--- src/rtl/wb_scoreboard_if.sv ---
// Retire-record bus between the reference model, the DUT writeback stage and wb_scoreboard.
// SB_FLAGS_EN adds {Z,V,N} flag fields and the fail_flags status bit.
interface wb_scoreboard_if #(
   parameter int DATA_W = 16,
   parameter int REG_W  = 4,
   parameter int DEPTH  = 8,
   parameter int CNT_W  = 16
);
   logic                     exp_valid;
   logic                     exp_ready;
   logic [DATA_W-1:0]        exp_pc;
   logic                     exp_we;
   logic [REG_W-1:0]         exp_rd;
   logic [DATA_W-1:0]        exp_data;
   logic                     dut_valid;
   logic [DATA_W-1:0]        dut_pc;
   logic                     dut_we;
   logic [REG_W-1:0]         dut_rd;
   logic [DATA_W-1:0]        dut_data;
   logic                     dut_hlt;
   logic [$clog2(DEPTH):0]   occupancy;
   logic [CNT_W-1:0]         retired;
   logic                     fail;
   logic [2:0]               fail_code;
   logic [DATA_W-1:0]        fail_pc;
   logic                     done;
`ifdef SB_FLAGS_EN
   logic [2:0]               exp_flags;
   logic [2:0]               dut_flags;
   logic                     fail_flags;
`endif

   modport master (
      output exp_valid, exp_pc, exp_we, exp_rd, exp_data,
      output dut_valid, dut_pc, dut_we, dut_rd, dut_data, dut_hlt,
`ifdef SB_FLAGS_EN
      output exp_flags, dut_flags,
      input  fail_flags,
`endif
      input  exp_ready, occupancy, retired, fail, fail_code, fail_pc, done
   );

   modport slave (
      input  exp_valid, exp_pc, exp_we, exp_rd, exp_data,
      input  dut_valid, dut_pc, dut_we, dut_rd, dut_data, dut_hlt,
`ifdef SB_FLAGS_EN
      input  exp_flags, dut_flags,
      output fail_flags,
`endif
      output exp_ready, occupancy, retired, fail, fail_code, fail_pc, done
   );
endinterface

--- src/rtl/wb_scoreboard.sv ---
// In-order retirement scoreboard: expected records queue up, DUT retires pop and compare (SB_FLAGS_EN adds flags).
// Latency: errors/status registered one cycle after the offending cycle; empty FIFO bypasses same-cycle exp record.
// Backpressure: exp_ready drops when full or failed; a same-cycle pop lets a push into a full FIFO.
module wb_scoreboard #(
   parameter int DATA_W  = 16,
   parameter int REG_W   = 4,
   parameter int DEPTH   = 8,
   parameter int TIMEOUT = 64,
   parameter int CNT_W   = 16
) (
   input  logic           clk,
   input  logic           rst_n,
   wb_scoreboard_if.slave sb
);
   localparam int PTR_W = $clog2(DEPTH);
   localparam int OCC_W = PTR_W + 1;
   localparam int TMO_W = $clog2(TIMEOUT + 1);

   typedef struct packed {
      logic [DATA_W-1:0] pc;
      logic              we;
      logic [REG_W-1:0]  rd;
      logic [DATA_W-1:0] data;
`ifdef SB_FLAGS_EN
      logic [2:0]        flags;
`endif
   } rec_t;

   typedef enum logic [1:0] {S_RUN, S_DRAIN, S_PASS, S_FAIL} state_t;

   state_t             r_state, w_state_nxt;
   rec_t               r_mem [DEPTH];
   logic [PTR_W-1:0]   r_wptr, r_rptr;
   logic [OCC_W-1:0]   r_occ;
   logic [TMO_W-1:0]   r_tmo;
   logic [CNT_W-1:0]   r_retired;
   logic               r_fail, r_done;
   logic [2:0]         r_fail_code;
   logic [DATA_W-1:0]  r_fail_pc;
`ifdef SB_FLAGS_EN
   logic               r_fail_flags;
   logic               w_flag_err;
`endif

   rec_t               w_exp_rec, w_dut_rec, w_head;
   logic               w_run, w_active, w_empty, w_full;
   logic               w_pop_req, w_bypass, w_underflow, w_pop, w_push, w_overflow;
   logic               w_idle, w_timeout, w_err, w_match;
   logic [2:0]         w_code;
   logic [DATA_W-1:0]  w_err_pc;

   always_comb begin
      w_exp_rec      = '0;
      w_exp_rec.pc   = sb.exp_pc;
      w_exp_rec.we   = sb.exp_we;
      w_exp_rec.rd   = sb.exp_rd;
      w_exp_rec.data = sb.exp_data;
      w_dut_rec      = '0;
      w_dut_rec.pc   = sb.dut_pc;
      w_dut_rec.we   = sb.dut_we;
      w_dut_rec.rd   = sb.dut_rd;
      w_dut_rec.data = sb.dut_data;
`ifdef SB_FLAGS_EN
      w_exp_rec.flags = sb.exp_flags;
      w_dut_rec.flags = sb.dut_flags;
`endif
   end

   assign w_run       = (r_state == S_RUN);
   assign w_active    = (r_state == S_RUN) || (r_state == S_DRAIN);
   assign w_empty     = (r_occ == '0);
   assign w_full      = (r_occ == OCC_W'(DEPTH));
   assign w_pop_req   = sb.dut_valid & w_active;
   // Bypass only while pushes are still being accepted; in DRAIN an empty pop is an underflow.
   assign w_bypass    = w_pop_req & w_empty & sb.exp_valid & w_run;
   assign w_underflow = w_pop_req & w_empty & ~w_bypass;
   assign w_pop       = w_pop_req & ~w_empty;
   assign w_push      = sb.exp_valid & w_run & ~w_bypass & (~w_full | w_pop);
   assign w_overflow  = sb.exp_valid & w_run & w_full & ~w_pop;
   assign w_idle      = w_active & ~w_empty & ~sb.dut_valid;
   assign w_timeout   = w_idle & (r_tmo == TMO_W'(TIMEOUT - 1));
   assign w_head      = w_empty ? w_exp_rec : r_mem[r_rptr];
   assign w_match     = (w_pop | w_bypass) & ~w_err;

   always_comb begin
      w_code      = 3'd0;
      w_err_pc    = '0;
      w_state_nxt = r_state;
`ifdef SB_FLAGS_EN
      w_flag_err  = 1'b0;
`endif
      if (w_pop | w_bypass) begin
         w_err_pc = sb.dut_pc;
         if (w_head.pc != w_dut_rec.pc)                       w_code = 3'd1;
         else if (w_head.we != w_dut_rec.we)                  w_code = 3'd2;
         else if (w_head.we && (w_head.rd != w_dut_rec.rd))     w_code = 3'd3;
         else if (w_head.we && (w_head.data != w_dut_rec.data)) w_code = 3'd4;
`ifdef SB_FLAGS_EN
         else if (w_head.flags != w_dut_rec.flags) begin
            w_code     = 3'd4;
            w_flag_err = 1'b1;
         end
`endif
      end else if (w_underflow) begin
         w_code   = 3'd5;
         w_err_pc = sb.dut_pc;
      end else if (w_overflow) begin
         w_code   = 3'd6;
         w_err_pc = sb.exp_pc;
      end else if (w_timeout) begin
         w_code   = 3'd7;
         w_err_pc = w_head.pc;
      end
      w_err = (w_code != 3'd0);

      case (r_state)
         S_RUN: begin
            if (w_err)           w_state_nxt = S_FAIL;
            else if (sb.dut_hlt) w_state_nxt = S_DRAIN;
         end
         S_DRAIN: begin
            if (w_err)                          w_state_nxt = S_FAIL;
            else if (w_empty && !sb.dut_valid)  w_state_nxt = S_PASS;
         end
         default: w_state_nxt = r_state;
      endcase
   end

   always_ff @(posedge clk) begin
      if (!rst_n) begin
         r_state     <= S_RUN;
         r_wptr      <= '0;
         r_rptr      <= '0;
         r_occ       <= '0;
         r_tmo       <= '0;
         r_retired   <= '0;
         r_fail      <= 1'b0;
         r_fail_code <= 3'd0;
         r_fail_pc   <= '0;
         r_done      <= 1'b0;
`ifdef SB_FLAGS_EN
         r_fail_flags <= 1'b0;
`endif
      end else begin
         r_state <= w_state_nxt;
         r_done  <= (w_state_nxt == S_PASS);
         if (w_push) r_wptr <= r_wptr + PTR_W'(1);
         if (w_pop)  r_rptr <= r_rptr + PTR_W'(1);
         case ({w_push, w_pop})
            2'b10:   r_occ <= r_occ + OCC_W'(1);
            2'b01:   r_occ <= r_occ - OCC_W'(1);
            default: r_occ <= r_occ;
         endcase
         r_tmo <= w_idle ? r_tmo + TMO_W'(1) : '0;
         if (w_match) r_retired <= r_retired + CNT_W'(1);
         // Only reachable outside FAIL, so the first error sticks.
         if (w_err) begin
            r_fail      <= 1'b1;
            r_fail_code <= w_code;
            r_fail_pc   <= w_err_pc;
`ifdef SB_FLAGS_EN
            r_fail_flags <= w_flag_err;
`endif
         end
      end
   end

   always_ff @(posedge clk) begin
      if (w_push) r_mem[r_wptr] <= w_exp_rec;
   end

   assign sb.exp_ready = ~w_full & ~r_fail;
   assign sb.occupancy = r_occ;
   assign sb.retired   = r_retired;
   assign sb.fail      = r_fail;
   assign sb.fail_code = r_fail_code;
   assign sb.fail_pc   = r_fail_pc;
   assign sb.done      = r_done;
`ifdef SB_FLAGS_EN
   assign sb.fail_flags = r_fail_flags;
`endif
endmodule

--- src/flat_wrapper.sv ---
// flat-port wrapper written by rule: the top's interface ports become plain ports
module wb_scoreboard_flat 
#(
   parameter int DATA_W  = 16,
   parameter int REG_W   = 4,
   parameter int DEPTH   = 8,
   parameter int TIMEOUT = 64,
   parameter int CNT_W   = 16
)
  (clk, rst_n, sb_exp_valid, sb_exp_pc, sb_exp_we, sb_exp_rd, sb_exp_data, sb_dut_valid, sb_dut_pc, sb_dut_we, sb_dut_rd, sb_dut_data, sb_dut_hlt, sb_exp_ready, sb_occupancy, sb_retired, sb_fail, sb_fail_code, sb_fail_pc, sb_done);
  wb_scoreboard_if #(.DATA_W(DATA_W), .REG_W(REG_W), .DEPTH(DEPTH), .CNT_W(CNT_W)) sb_i ();
  input  logic clk;
  input  logic rst_n;
  input wire logic [$bits(sb_i.exp_valid)-1:0] sb_exp_valid;
  input wire logic [$bits(sb_i.exp_pc)-1:0] sb_exp_pc;
  input wire logic [$bits(sb_i.exp_we)-1:0] sb_exp_we;
  input wire logic [$bits(sb_i.exp_rd)-1:0] sb_exp_rd;
  input wire logic [$bits(sb_i.exp_data)-1:0] sb_exp_data;
  input wire logic [$bits(sb_i.dut_valid)-1:0] sb_dut_valid;
  input wire logic [$bits(sb_i.dut_pc)-1:0] sb_dut_pc;
  input wire logic [$bits(sb_i.dut_we)-1:0] sb_dut_we;
  input wire logic [$bits(sb_i.dut_rd)-1:0] sb_dut_rd;
  input wire logic [$bits(sb_i.dut_data)-1:0] sb_dut_data;
  input wire logic [$bits(sb_i.dut_hlt)-1:0] sb_dut_hlt;
  output wire logic [$bits(sb_i.exp_ready)-1:0] sb_exp_ready;
  output wire logic [$bits(sb_i.occupancy)-1:0] sb_occupancy;
  output wire logic [$bits(sb_i.retired)-1:0] sb_retired;
  output wire logic [$bits(sb_i.fail)-1:0] sb_fail;
  output wire logic [$bits(sb_i.fail_code)-1:0] sb_fail_code;
  output wire logic [$bits(sb_i.fail_pc)-1:0] sb_fail_pc;
  output wire logic [$bits(sb_i.done)-1:0] sb_done;
  assign sb_i.exp_valid = sb_exp_valid;
  assign sb_i.exp_pc = sb_exp_pc;
  assign sb_i.exp_we = sb_exp_we;
  assign sb_i.exp_rd = sb_exp_rd;
  assign sb_i.exp_data = sb_exp_data;
  assign sb_i.dut_valid = sb_dut_valid;
  assign sb_i.dut_pc = sb_dut_pc;
  assign sb_i.dut_we = sb_dut_we;
  assign sb_i.dut_rd = sb_dut_rd;
  assign sb_i.dut_data = sb_dut_data;
  assign sb_i.dut_hlt = sb_dut_hlt;
  assign sb_exp_ready = sb_i.exp_ready;
  assign sb_occupancy = sb_i.occupancy;
  assign sb_retired = sb_i.retired;
  assign sb_fail = sb_i.fail;
  assign sb_fail_code = sb_i.fail_code;
  assign sb_fail_pc = sb_i.fail_pc;
  assign sb_done = sb_i.done;
  wb_scoreboard #(.DATA_W(DATA_W), .REG_W(REG_W), .DEPTH(DEPTH), .TIMEOUT(TIMEOUT), .CNT_W(CNT_W)) u_core (.clk(clk), .rst_n(rst_n), .sb(sb_i));
endmodule
--- config.mk ---
export PLATFORM = sky130hd
export DESIGN_NAME = wb_scoreboard_flat
export DESIGN_NICKNAME = d
export VERILOG_FILES = /design/src/rtl/wb_scoreboard_if.sv /design/src/rtl/wb_scoreboard.sv /design/src/flat_wrapper.sv
export SDC_FILE = /design/constraint.sdc
export NUM_CORES = 1
export LEC_CHECK = 0
export ABC_CLOCK_PERIOD_IN_PS = 5050
export CORE_MARGIN = 5
export CORE_UTILIZATION = 53
export CTS_BUF_LIST = sky130_fd_sc_hd__clkbuf_8 sky130_fd_sc_hd__clkbuf_16
export DETAILED_ROUTE_END_ITERATION = 10
export GPL_TIMING_DRIVEN = 0
export PLACE_DENSITY = 0.77
export SYNTH_ARGS = -nofsm -noshare
export SYNTH_HDL_FRONTEND = slang
export SYNTH_SLANG_ARGS = --single-unit
--- constraint.sdc ---
create_clock -name clk -period 5.05 [get_ports clk]
set_clock_uncertainty 0.15 [all_clocks]
set_input_delay 1.01 -clock clk [delete_from_list [all_inputs] [get_ports clk]]
set_output_delay 1.01 -clock clk [all_outputs]
set_load 0.02 [all_outputs]
==> impl_metrics.tcl <==
set metrics [dict create \
    overflow 0 \
    cts_buffers 37 \
    grt_pass1_wl_um 55300 \
    cts_tree "done" \
    cts_sinks 355 \
    start_util_pct 53.3 \
    drt_iter0_drc 956 \
    peakVddDrop_v 0.000221 \
    post-cts-setup-buffer-count 0 \
    synth_top_area_share_pct 58.6 \
    synth.largest_area_cell "edfxtp_1" \
    grt_pass1_vias 9496 \
    setup_violations 0 \
    die-area_sq_um 32100 \
    tightest_slew_ps 930 \
    slew_headroom_pct 37.7 \
    ys_ff_latch 355 \
    crit_chain "buf_2 > buf_6 > buf_4 > buf_2 > mux4_2 > mux2i_1 > o21ai_0 > xor2_1 > a311oi_1 > a21oi_1 > a31oi_1 > nand2_2 > buf_2 > a211oi_1" \
    cap_violations 0 \
    stdcell_count 1591 \
    synth_edf_count 296 \
    path_max_fanout 10 \
    hp-class "flip-flop to flip-flop" \
    wirelength_um 36800 \
    r2r_slack_ps 390 \
    worstPathArrival_ps 4940 \
    synth_warnings 0 \
    p_leak_nw 5.92 \
    portBuffers 119 \
    grt_usage_pct 23.0 \
    cts_hold_buf 0 \
    cp_top_family "compound AO/OA/AOI/OAI gates" \
    min_period_ps 4660 \
    synth_area_leaders "edfxtp_1, dfxtp_1, mux4_2, mux2i_1, xor2_1" \
    drt-vias-per-instance 5.99 \
    synthesis.nets 1084 \
    yosysMostFrequentCell "edfxtp_1" \
    yosys-top-cells-count "edfxtp_1, mux2i_1, dfxtp_1, nand2_1" \
    clock.fmax_mhz 215 \
    clkSlewWorstSetupHoldPaths_ps 60 \
    antenna_found_initial 1 \
    clock_latency_ps 540 \
    crit_type "flip-flop to flip-flop" \
    vias 9525 \
    grt_max_degree 24 \
    cts_root_buf "clkbuf_16" \
    cpMaxStageDelayCell "a311oi_1" \
    clock_path_buffers 3 \
    ys.flop_type "edfxtp_1" \
    finalHoldViolCount 0 \
    critPathLaunchType "flip-flop" \
    first_pass_iters 5 \
    slowest_delay_ps 690 \
    dp_worst_setup_slack_ps -69.7 \
    route.detailed.drc 0 \
    status "completed" \
    multi_input_area_sq_um 4840 \
    fillers 1971 \
    synth_cell_type_count 67 \
    area_growth_syn_to_layout_pct 21.6 \
    synth_seq_area_share_pct 66.3 \
    rows 62 \
    ys_async_sr_fraction_pct 0 \
    crit_top_cell "buf_2" \
    die_y_um 179 \
    ant_nets 0 \
    path_buf_inv 5 \
    drive_gt1_share_pct 15.2 \
    worstPathRequired_ps 5330 \
    fin_crit_sh_pct 92.2 \
    die_w_um 179 \
    avgSynthCellArea_sq_um 15.2 \
    rsz0062_at_grt "false" \
    finalWeightedCongestion 0.875 \
    nets 1263 \
    hpwl_um 25900 \
    endpoint_kind "flip-flop" \
    fin_tns_setup_ps 0 \
    hold_slack_ps 300 \
    synth_area_sq_um 15200 \
    netlist_instances 997 \
    wire_per_inst_um 23.1 \
    dp_cells 1521 \
    cellPowerDensity_nw_per_um2 414 \
    drv_slew 0 \
    ios 121 \
    regArea_sq_um 10100 \
    worst_slack_ps 392 \
    cts_htree_levels 2 \
    core_sq_um 28500 \
]
[stage by stage]
stage / instance area, sq um / util (%) / power, mW
6_report: 18500 / 64.8 / 7.65
5_1_grt: 18500 / 64.8 / 7.93
4_1_cts: 18400 / 64.8 / 7.67
3_5_place_dp: 17300 / 60.7 / 5.09
3_3_place_gp: 16900 / 59.2 / 5.03
2_1_floorplan: 15200 / - / 4.47
[sequential cells by signal (all words and copies together), names as in the netlist, named ones only]
| name | count |
|---|---|
| u_core.sb.occupancy | 4 |
| u_core.sb.done | 1 |
| u_core.r_mem | 296 |
| u_core.r_wptr | 3 |
| u_core.sb.fail_pc | 16 |
| u_core.sb.fail | 1 |
| u_core.sb.retired | 16 |
| u_core.r_rptr | 3 |
| u_core.r_tmo | 7 |
| u_core.sb.fail_code | 3 |
| u_core.r_state | 2 |
[placed cells by master, fill, tap and decap left out, drive strengths merged, types with 19 or more instances in the layout]
master           n
a21oi           33
mux4            34
nor2            43
nor3            43
clkbuf          58
xnor2           35
inv             19
edfxtp         296
dfxtp           59
nand2           45
clkdlybuf4s50  119
mux2i           64
xor2            39
buf             51
mux2            27
[logic make-up after synthesis]
logic type	count (synthesis)	synth area share, %
flip-flops	355	66.3
AND/OR/NAND/NOR	220	7.42
multiplexers	125	11.4
buffers and inverters	59	2.21
adder cells (fa/ha/maj)	8	0.709
XOR/XNOR	74	4.27
AO/OA/AOI/OAI	156	7.71
[cell type report]
type	instances	area share (%)
diodes	3	0.0407
clock inverters	27	1.04
inverters	11	0.224
repair buffers	140	8.39
plain buffers	48	1.59
flip-flops and latches	355	54.6
well taps	384	2.60
clock buffers	40	5.30
multi-input cells	583	26.2
[worst paths after layout]
check | depth (start not counted) | start | endpoint
worst min register to register | 1 | u_core.r_tmo[0] | u_core.r_tmo[0]
worst max-delay path | 14 | flip-flop | u_core.sb.fail_pc[5]
worst max register to register | 14 | flip-flop | u_core.sb.fail_pc[5]
worst min-delay path | 1 | u_core.r_tmo[0] | u_core.r_tmo[0]
[power breakdown]
part	internal [mW]	total, mW	switching, mW
logic	0.682	1.64	0.958
clock network	1.51	2.61	1.10
registers	3.32	3.40	0.0776
[per-layer routing]
layer	vias up	GRT usage, %	share of wire (%)
met5	-	0	0
met4	0	8.54	3.1
met2	393	37.7	49
met1	4749	31.3	41
li1	4307	-	-
met3	76	3.58	6.3
[timing repair]
action	CTS	global route
resized for setup	0	1
endpoints found under the hold margin	0	0
setup endpoints to repair	0	10
(Power assumes the default switching activity.)
